==> src/rtl/midi_tx.sv <==
// MIDI OUT serialiser: sends a {status, data1, data2} message as 1-3 UART frames
// (8N1, LSB first) with optional running-status compression.
module midi_tx #(
    parameter int CLK_HZ         = 50_000_000,
    parameter int BAUD           = 31250,
    parameter int RUNNING_STATUS = 1
) (
    input  logic        CLK,
    input  logic        RST,
    input  logic [23:0] msg,
    input  logic        msg_valid,
    output logic        msg_ready,
    output logic        MIDI_OUT,
    output logic        busy
);

    localparam int BIT_CYCLES = CLK_HZ / BAUD;
    localparam int CW = (BIT_CYCLES > 1) ? $clog2(BIT_CYCLES) : 1;
    localparam logic [CW-1:0] BAUD_RELOAD = CW'(BIT_CYCLES - 1);

    typedef enum logic [2:0] {S_IDLE, S_START, S_DATA, S_STOP, S_DROP} state_t;

    state_t       r_state;
    state_t       w_next;
    logic [CW-1:0] r_baud;
    logic [2:0]   r_bit;
    logic [7:0]   r_shift;
    logic [15:0]  r_buf;
    logic [1:0]   r_left;
    logic [7:0]   r_held;
    logic         r_held_vld;
    logic         r_out;

    logic         w_accept;
    logic         w_bit_done;
    logic [7:0]   w_status;
    logic [1:0]   w_len;
    logic         w_chan;
    logic         w_skip;
    logic [23:0]  w_bytes;
    logic [1:0]   w_count;

    assign msg_ready  = (r_state == S_IDLE);
    assign busy       = (r_state != S_IDLE);
    assign MIDI_OUT   = r_out;
    assign w_accept   = msg_valid && msg_ready;
    assign w_bit_done = (r_baud == '0);
    assign w_status   = msg[23:16];

    always_comb begin
        w_len = 2'd0;
        case (w_status[7:4])
            4'h8, 4'h9, 4'hA, 4'hB, 4'hE: w_len = 2'd3;
            4'hC, 4'hD:                   w_len = 2'd2;
            4'hF: begin
                case (w_status[3:0])
                    4'h1, 4'h3: w_len = 2'd2;
                    4'h2:       w_len = 2'd3;
                    default:    w_len = 2'd1;
                endcase
            end
            default: w_len = 2'd0;
        endcase
    end

    // Channel messages (80-EF) are the only ones eligible for running status.
    assign w_chan  = w_status[7] && (w_status[7:4] != 4'hF);
    assign w_skip  = (RUNNING_STATUS != 0) && w_chan && r_held_vld && (r_held == w_status);
    assign w_bytes = w_skip ? {msg[15:0], 8'h00} : msg;
    assign w_count = w_skip ? (w_len - 2'd1) : w_len;

    always_ff @(posedge CLK or posedge RST) begin
        if (RST) r_state <= S_IDLE;
        else     r_state <= w_next;
    end

    always_comb begin
        w_next = r_state;
        case (r_state)
            S_IDLE:  if (w_accept) w_next = msg[23] ? S_START : S_DROP;
            S_START: if (w_bit_done) w_next = S_DATA;
            S_DATA:  if (w_bit_done && (r_bit == 3'd7)) w_next = S_STOP;
            S_STOP:  if (w_bit_done) w_next = (r_left != 2'd0) ? S_START : S_IDLE;
            S_DROP:  w_next = S_IDLE;
            default: w_next = S_IDLE;
        endcase
    end

    always_ff @(posedge CLK or posedge RST) begin
        if (RST) begin
            r_baud  <= '0;
            r_bit   <= '0;
            r_shift <= '0;
            r_buf   <= '0;
            r_left  <= '0;
            r_out   <= 1'b1;
        end else if (w_accept && msg[23]) begin
            r_baud  <= BAUD_RELOAD;
            r_bit   <= '0;
            r_shift <= w_bytes[23:16];
            r_buf   <= w_bytes[15:0];
            r_left  <= w_count - 2'd1;
            r_out   <= 1'b0;
        end else if (r_state == S_START || r_state == S_DATA || r_state == S_STOP) begin
            if (w_bit_done) begin
                r_baud <= BAUD_RELOAD;
                case (r_state)
                    S_START: begin
                        r_out   <= r_shift[0];
                        r_shift <= {1'b0, r_shift[7:1]};
                        r_bit   <= '0;
                    end
                    S_DATA: begin
                        if (r_bit == 3'd7) begin
                            r_out <= 1'b1;
                        end else begin
                            r_out   <= r_shift[0];
                            r_shift <= {1'b0, r_shift[7:1]};
                            r_bit   <= r_bit + 3'd1;
                        end
                    end
                    S_STOP: begin
                        // Next start bit follows the stop bit with no idle gap.
                        if (r_left != 2'd0) begin
                            r_out   <= 1'b0;
                            r_shift <= r_buf[15:8];
                            r_buf   <= {r_buf[7:0], 8'h00};
                            r_left  <= r_left - 2'd1;
                        end
                    end
                    default: ;
                endcase
            end else begin
                r_baud <= r_baud - 1'b1;
            end
        end
    end

    always_ff @(posedge CLK or posedge RST) begin
        if (RST) begin
            r_held     <= '0;
            r_held_vld <= 1'b0;
        end else if (w_accept && msg[23] && (RUNNING_STATUS != 0)) begin
            if (w_chan) begin
                r_held     <= w_status;
                r_held_vld <= 1'b1;
            end else if (w_status[7:3] == 5'b11110) begin
                r_held_vld <= 1'b0;
            end
        end
    end

endmodule
==> config.mk <==
export PLATFORM = sky130hd
export DESIGN_NAME = midi_tx
export DESIGN_NICKNAME = d
export VERILOG_FILES = /design/src/rtl/midi_tx.sv
export SDC_FILE = /design/constraint.sdc
export NUM_CORES = 1
export LEC_CHECK = 0
export CAP_MARGIN = 10
export CORE_MARGIN = 5
export CORE_UTILIZATION = 25
export CTS_CLUSTER_DIAMETER = 150
export DETAILED_ROUTE_END_ITERATION = 12
export SETUP_SLACK_MARGIN = 0.2
export SYNTH_ARGS = -nofsm -noshare
export SYNTH_HDL_FRONTEND = slang
export SYNTH_SLANG_ARGS = --single-unit
==> constraint.sdc <==
create_clock -name CLK -period 5.83 [get_ports CLK]
set_clock_uncertainty 0.2 [all_clocks]
set_input_delay 1.166 -clock CLK [delete_from_list [all_inputs] [get_ports CLK]]
set_output_delay 1.166 -clock CLK [all_outputs]
set_load 0.05 [all_outputs]
== After elaboration in Yosys (flattened, before gate mapping) ==
Index checks and enable logic that the tools add are counted.
Storage, ports and cells
  register bits: 53
  latch bits: 0
  RAM bits: 0
  bits in read-only memories: 0
  input bits: 27
  output and inout bits: 3
  logic and storage cells: 110
  memories kept: 0
Cells by class
  add/sub/neg operators: 5
  multipliers: 0
  div/mod/pow operators: 0
  $lt $le $gt $ge: 0
  eq/ne operators: 24
  shift operators: 0
  mux-type cells: 43
  bitwise operators: 0
  reduce and logical (&&, ||, !) cells: 29
Operator list (count)
  $mux W16: 5
  $mux W8: 5
  $mux W11: 3
  $eq A4 B4 Y1 const B: 8
  $mux W3: 9
  $mux W24: 1
  $pmux W8 S3: 1
  $reduce_and A4 Y1: 4
  $mux W2: 6
  $pmux W3 S4: 1
  $reduce_bool A2 Y1: 6
  $logic_not A11 Y1: 1
  $sub A11 B1 Y11 const B: 1
  $eq A4 B2 Y1 const B: 2
  $eq A8 B8 Y1: 1
  $mux W1: 8
  $eq A3 B2 Y1 const B: 2
  $logic_and A1 B1 Y1: 6
  $ne A2 B2 Y1 const B: 3
  $ne A3 B3 Y1 const B: 2
  $pmux W2 S3: 1
  $pmux W3 S2: 1
  $reduce_bool A3 Y1: 2
  $sub A2 B1 Y2 const B: 3
  other kinds (16): 19

== Longest topological paths before layout ==
  depth after elaboration: 8
  gate-level depth with buffers: 8
  mapped depth without buffers: 7

== Worst setup path after synthesis ==
Ideal clock, no wire load.
  path type: flip-flop to output port
  start: register r_state[1]
  end: output busy
  data arrival time: 1.915 ns
  required time: 4.464 ns
  slack: 2.549 ns
  stages on the path, launching flop included: 5
  path buffers: 1
  cell sequence: dfrtp_1 > or2_0 > clkbuf_1 > nor2_1 > inv_1
On the way
  longest elaborated chain between the ends: 1
Ends and longest elaborated chain
  start: declaration: RTL line 23  | state_t r_state;
  start signal: assignment: RTL line 74  | else r_state <= w_next;
  $reduce_bool A3 Y1: RTL line 44  | assign busy = (r_state != S_IDLE);
  end: declaration: RTL line 14  | output logic busy
Every way passes these cells.

== Worst setup path in the final report ==
Same ends and word-level chain as after synthesis.

==> impl_metrics.toml <==
[status]
status = "finished clean"

[sta]
slew_violations = 0
slew_headroom = 0.309
fin_crit_sh = 0.644
setup_viol = 0
fin_crit_ps = 3750
grt_setup_unrepaired = "false"
worstMarginPinSlew_ps = 1030
fmax_ghz = 0.266
hold_viol_final = 0
tns_ps = 0

[cells_and_area]
finalInstanceArea_um2 = 3450
fillers = 1189
drive_gt1_frac = 0.0945
area_growth_syn_to_layout_pct = 20.2
n_antenna_cell = 0
nNetsFinal = 336

[critical_path]
worstSetupEndpointType = "primary output"
worstSetupPathType = "flip-flop to primary output"
cp_max_fo = 16
worst_ep_required_time_ps = 4460
crit_arrival_ps = 2390
reg2regPathDepth = 5
crit_path_start_kind = "flip-flop"

[routing]
drc_errors = 0
num_vias = 2235
ant_nets = 0
wirelength_mm = 6.88
wl_per_cell_um = 15.3
drt_iter0_markers = 196
dr.pass1.iters = 4
via_per_inst = 4.97

[power]
pwr-share-seq = 0.448
powerDensity_nw_per_um2 = 405
power.leakage_nw = 1.44
power_switching_w = 0.000505
pwr-share-comb = 0.326
p_sw_frac = 0.361
p_total_w = 0.00140
power_frac_clock = 0.227
intPower_w = 0.000892
ir_drop_mv = 0.267

[logic_synthesis]
synth_common_cells = "dfrtp_1, nand2_1, mux2i_1, nor2_1, a31oi_1"
synth.most_common_cell = "dfrtp_1"
synth_top_family_by_area = "simple AND/OR/NAND/NOR gates"
syn_inst = 284
synth_top_area_frac = 0.453
yosysSeqAreaShare = 0.462
synth_area_leaders = "dfrtp_1, mux2i_1, xor2_1, mux2_2, nand2_1"
syn_avg_cell_area_um2 = 10.1
synth_compound_area_frac = 0.165
muxShareOfSynthArea = 0.0972
synth_top_area_cell = "dfrtp_1"
yosys_warnings = 0
synth-async-reset-ratio = 1.00
synth_fp_nets = 314
synth_seq_cells = 53
synth_cell_type_count = 50
synthSimpleGateAreaFrac = 0.171
synthAdderAreaFrac = 0.0131
synthXorXnorAreaFrac = 0.0549
netlist_area_um2 = 2870
synth_edf_count = 0
synth_ff_type = "dfrtp_1"

[clocking]
post_cts_buffers = 0
cts-buffers-inserted = 5
clock_path_buffers = 2
cts.hold.buffers_added = 0
cts_resized = 0
path_clk_slew_ps = 70
clkLatencyLatePin_ps = 300
htreeDepth = 2
cts.sink_count = 53
root_buffer = "clkbuf_16"
tritoncts = "yes"

[placement]
portBuffers = 29
placed_cell_area_um2 = 3300
place.gp.congestion = 0.777
place_hpwl_mm = 5.00

[grt]
grt_pass1_wl_mm = 11.6
track_usage = 0.106
first_global_vias = 2322
grt_max_degree = 54
grt_antenna_before_repair = 0
grt-ovfl-total = 0

[min_path]
worstHoldPathCells = 1
hp-class = "flip-flop to flip-flop"

[floorplan]
die_y_um = 117
die_area_um2 = 13700
ios = 30
coreArea_um2 = 11300
die_w_um = 117
start_util = 0.254
fp-row-count = 39

[flow_run]
drv_cap = 0
final cells by class:
| cell class | count | area, µm² | area share |
|---|---|---|---|
| Timing Repair Buffer | 32 | 313 | 0.0906 |
| Multi-Input combinational cell | 205 | 1450 | 0.419 |
| Clock buffer | 5 | 125 | 0.0362 |
| Clock inverter | 3 | 28.8 | 0.00834 |
| Inverter | 9 | 33.8 | 0.00979 |
| Tap cell | 143 | 179 | 0.0518 |
| Sequential cell | 53 | 1330 | 0.385 |
critical path, stage by stage (launching register included):
cell and delay (ps):
dfrtp_1 620, or2_0 440, nor2_1 120, inv_1 110, clkdlybuf4s50_1 810
layout by cell type, fill, tap and decap left out, types with 2 or more instances in the layout:
cell type | netlist | layout
a211o_1 | 4 | 4
a21oi_1 | 11 | 11
a22o_1 | 8 | 8
a22oi_1 | 4 | 4
a2bb2oi_1 | 5 | 5
a31oi_1 | 12 | 12
and2_1 | 2 | 2
and3_1 | 4 | 4
buf_4 | 1 | 3
clkbuf_16 | 0 | 5
clkdlybuf4s50_1 | 0 | 29
dfrtp_1 | 52 | 52
ha_1 | 3 | 3
inv_1 | 9 | 8
mux2_2 | 7 | 7
mux2i_1 | 20 | 20
nand2_1 | 21 | 21
nand3_1 | 8 | 8
nand3b_1 | 3 | 3
nor2_1 | 19 | 19
nor2b_1 | 5 | 5
nor3_1 | 5 | 4
nor4_1 | 5 | 5
nor4_4 | 2 | 2
o211ai_1 | 3 | 3
o21ai_0 | 9 | 9
o22a_1 | 3 | 3
or2_2 | 2 | 2
or3_1 | 4 | 4
or3_2 | 2 | 2
xnor2_1 | 8 | 8
xor2_1 | 10 | 10
flip-flops by register name, indices dropped and copies added (netlist names):
| register | count |
|---|---|
| MIDI_OUT | 1 |
| r_held | 8 |
| r_state | 3 |
| r_baud | 11 |
| r_buf | 16 |
| r_bit | 3 |
| r_left | 2 |
| r_shift | 8 |
| r_held_vld | 1 |
power groups by stage:
stage / Combinational (W) / Sequential, W / Clock (W)
finish: 0.000455 / 0.000626 / 0.000317
global placement: 0.000446 / 0.000625 / 0
CTS: 0.000459 / 0.000624 / 0.000322
global route: 0.000512 / 0.000643 / 0.000335
detailed placement: 0.000458 / 0.000629 / 0
floorplan: 0.000365 / 0.000588 / 0
metal layers:
layer  global-route usage  vias to the layer above  part of all wire
li1                     -                     1073                 -
met1                0.140                     1121              0.46
met2                0.179                       37              0.50
met3               0.0231                        4             0.035
met4               0.0206                        0            0.0055
met5                    0                        -                 0
metrics by stage:
step | util | setup slack [ps] | instances | hold WS [ps]
3_3_place_gp | 0.291 | 1990 | 442 | 263
2_1_floorplan | - | 2550 | 284 | 240
6_report | 0.305 | 2080 | 450 | 286
5_1_grt | 0.305 | 1940 | 450 | 308
4_1_cts | 0.305 | 2110 | 450 | 287
3_5_place_dp | 0.291 | 1890 | 442 | 263
logic make-up after synthesis:
group / Yosys count
buffers and inverters: 26
adders and majority gates: 3
xor gates and xnor gates: 18
AOI/OAI and AO/OA: 68
and+or+nand+nor: 89
muxes: 27
DFF: 53
final timing paths:
check / endpoint / slack, ps / startpoint
setup / recovery: busy / 2080 / r_state[1]
min in group asynchronous: r_held[3] / 1170 / RST
hold reg to reg: r_held[7] / 290 / r_held[7]
hold / removal: r_held[7] / 290 / r_held[7]
setup reg to reg: r_bit[2] / 2920 / r_state[1]
max in group asynchronous: r_buf[11] / 3790 / RST
Power figures use the tool's default switching activity.
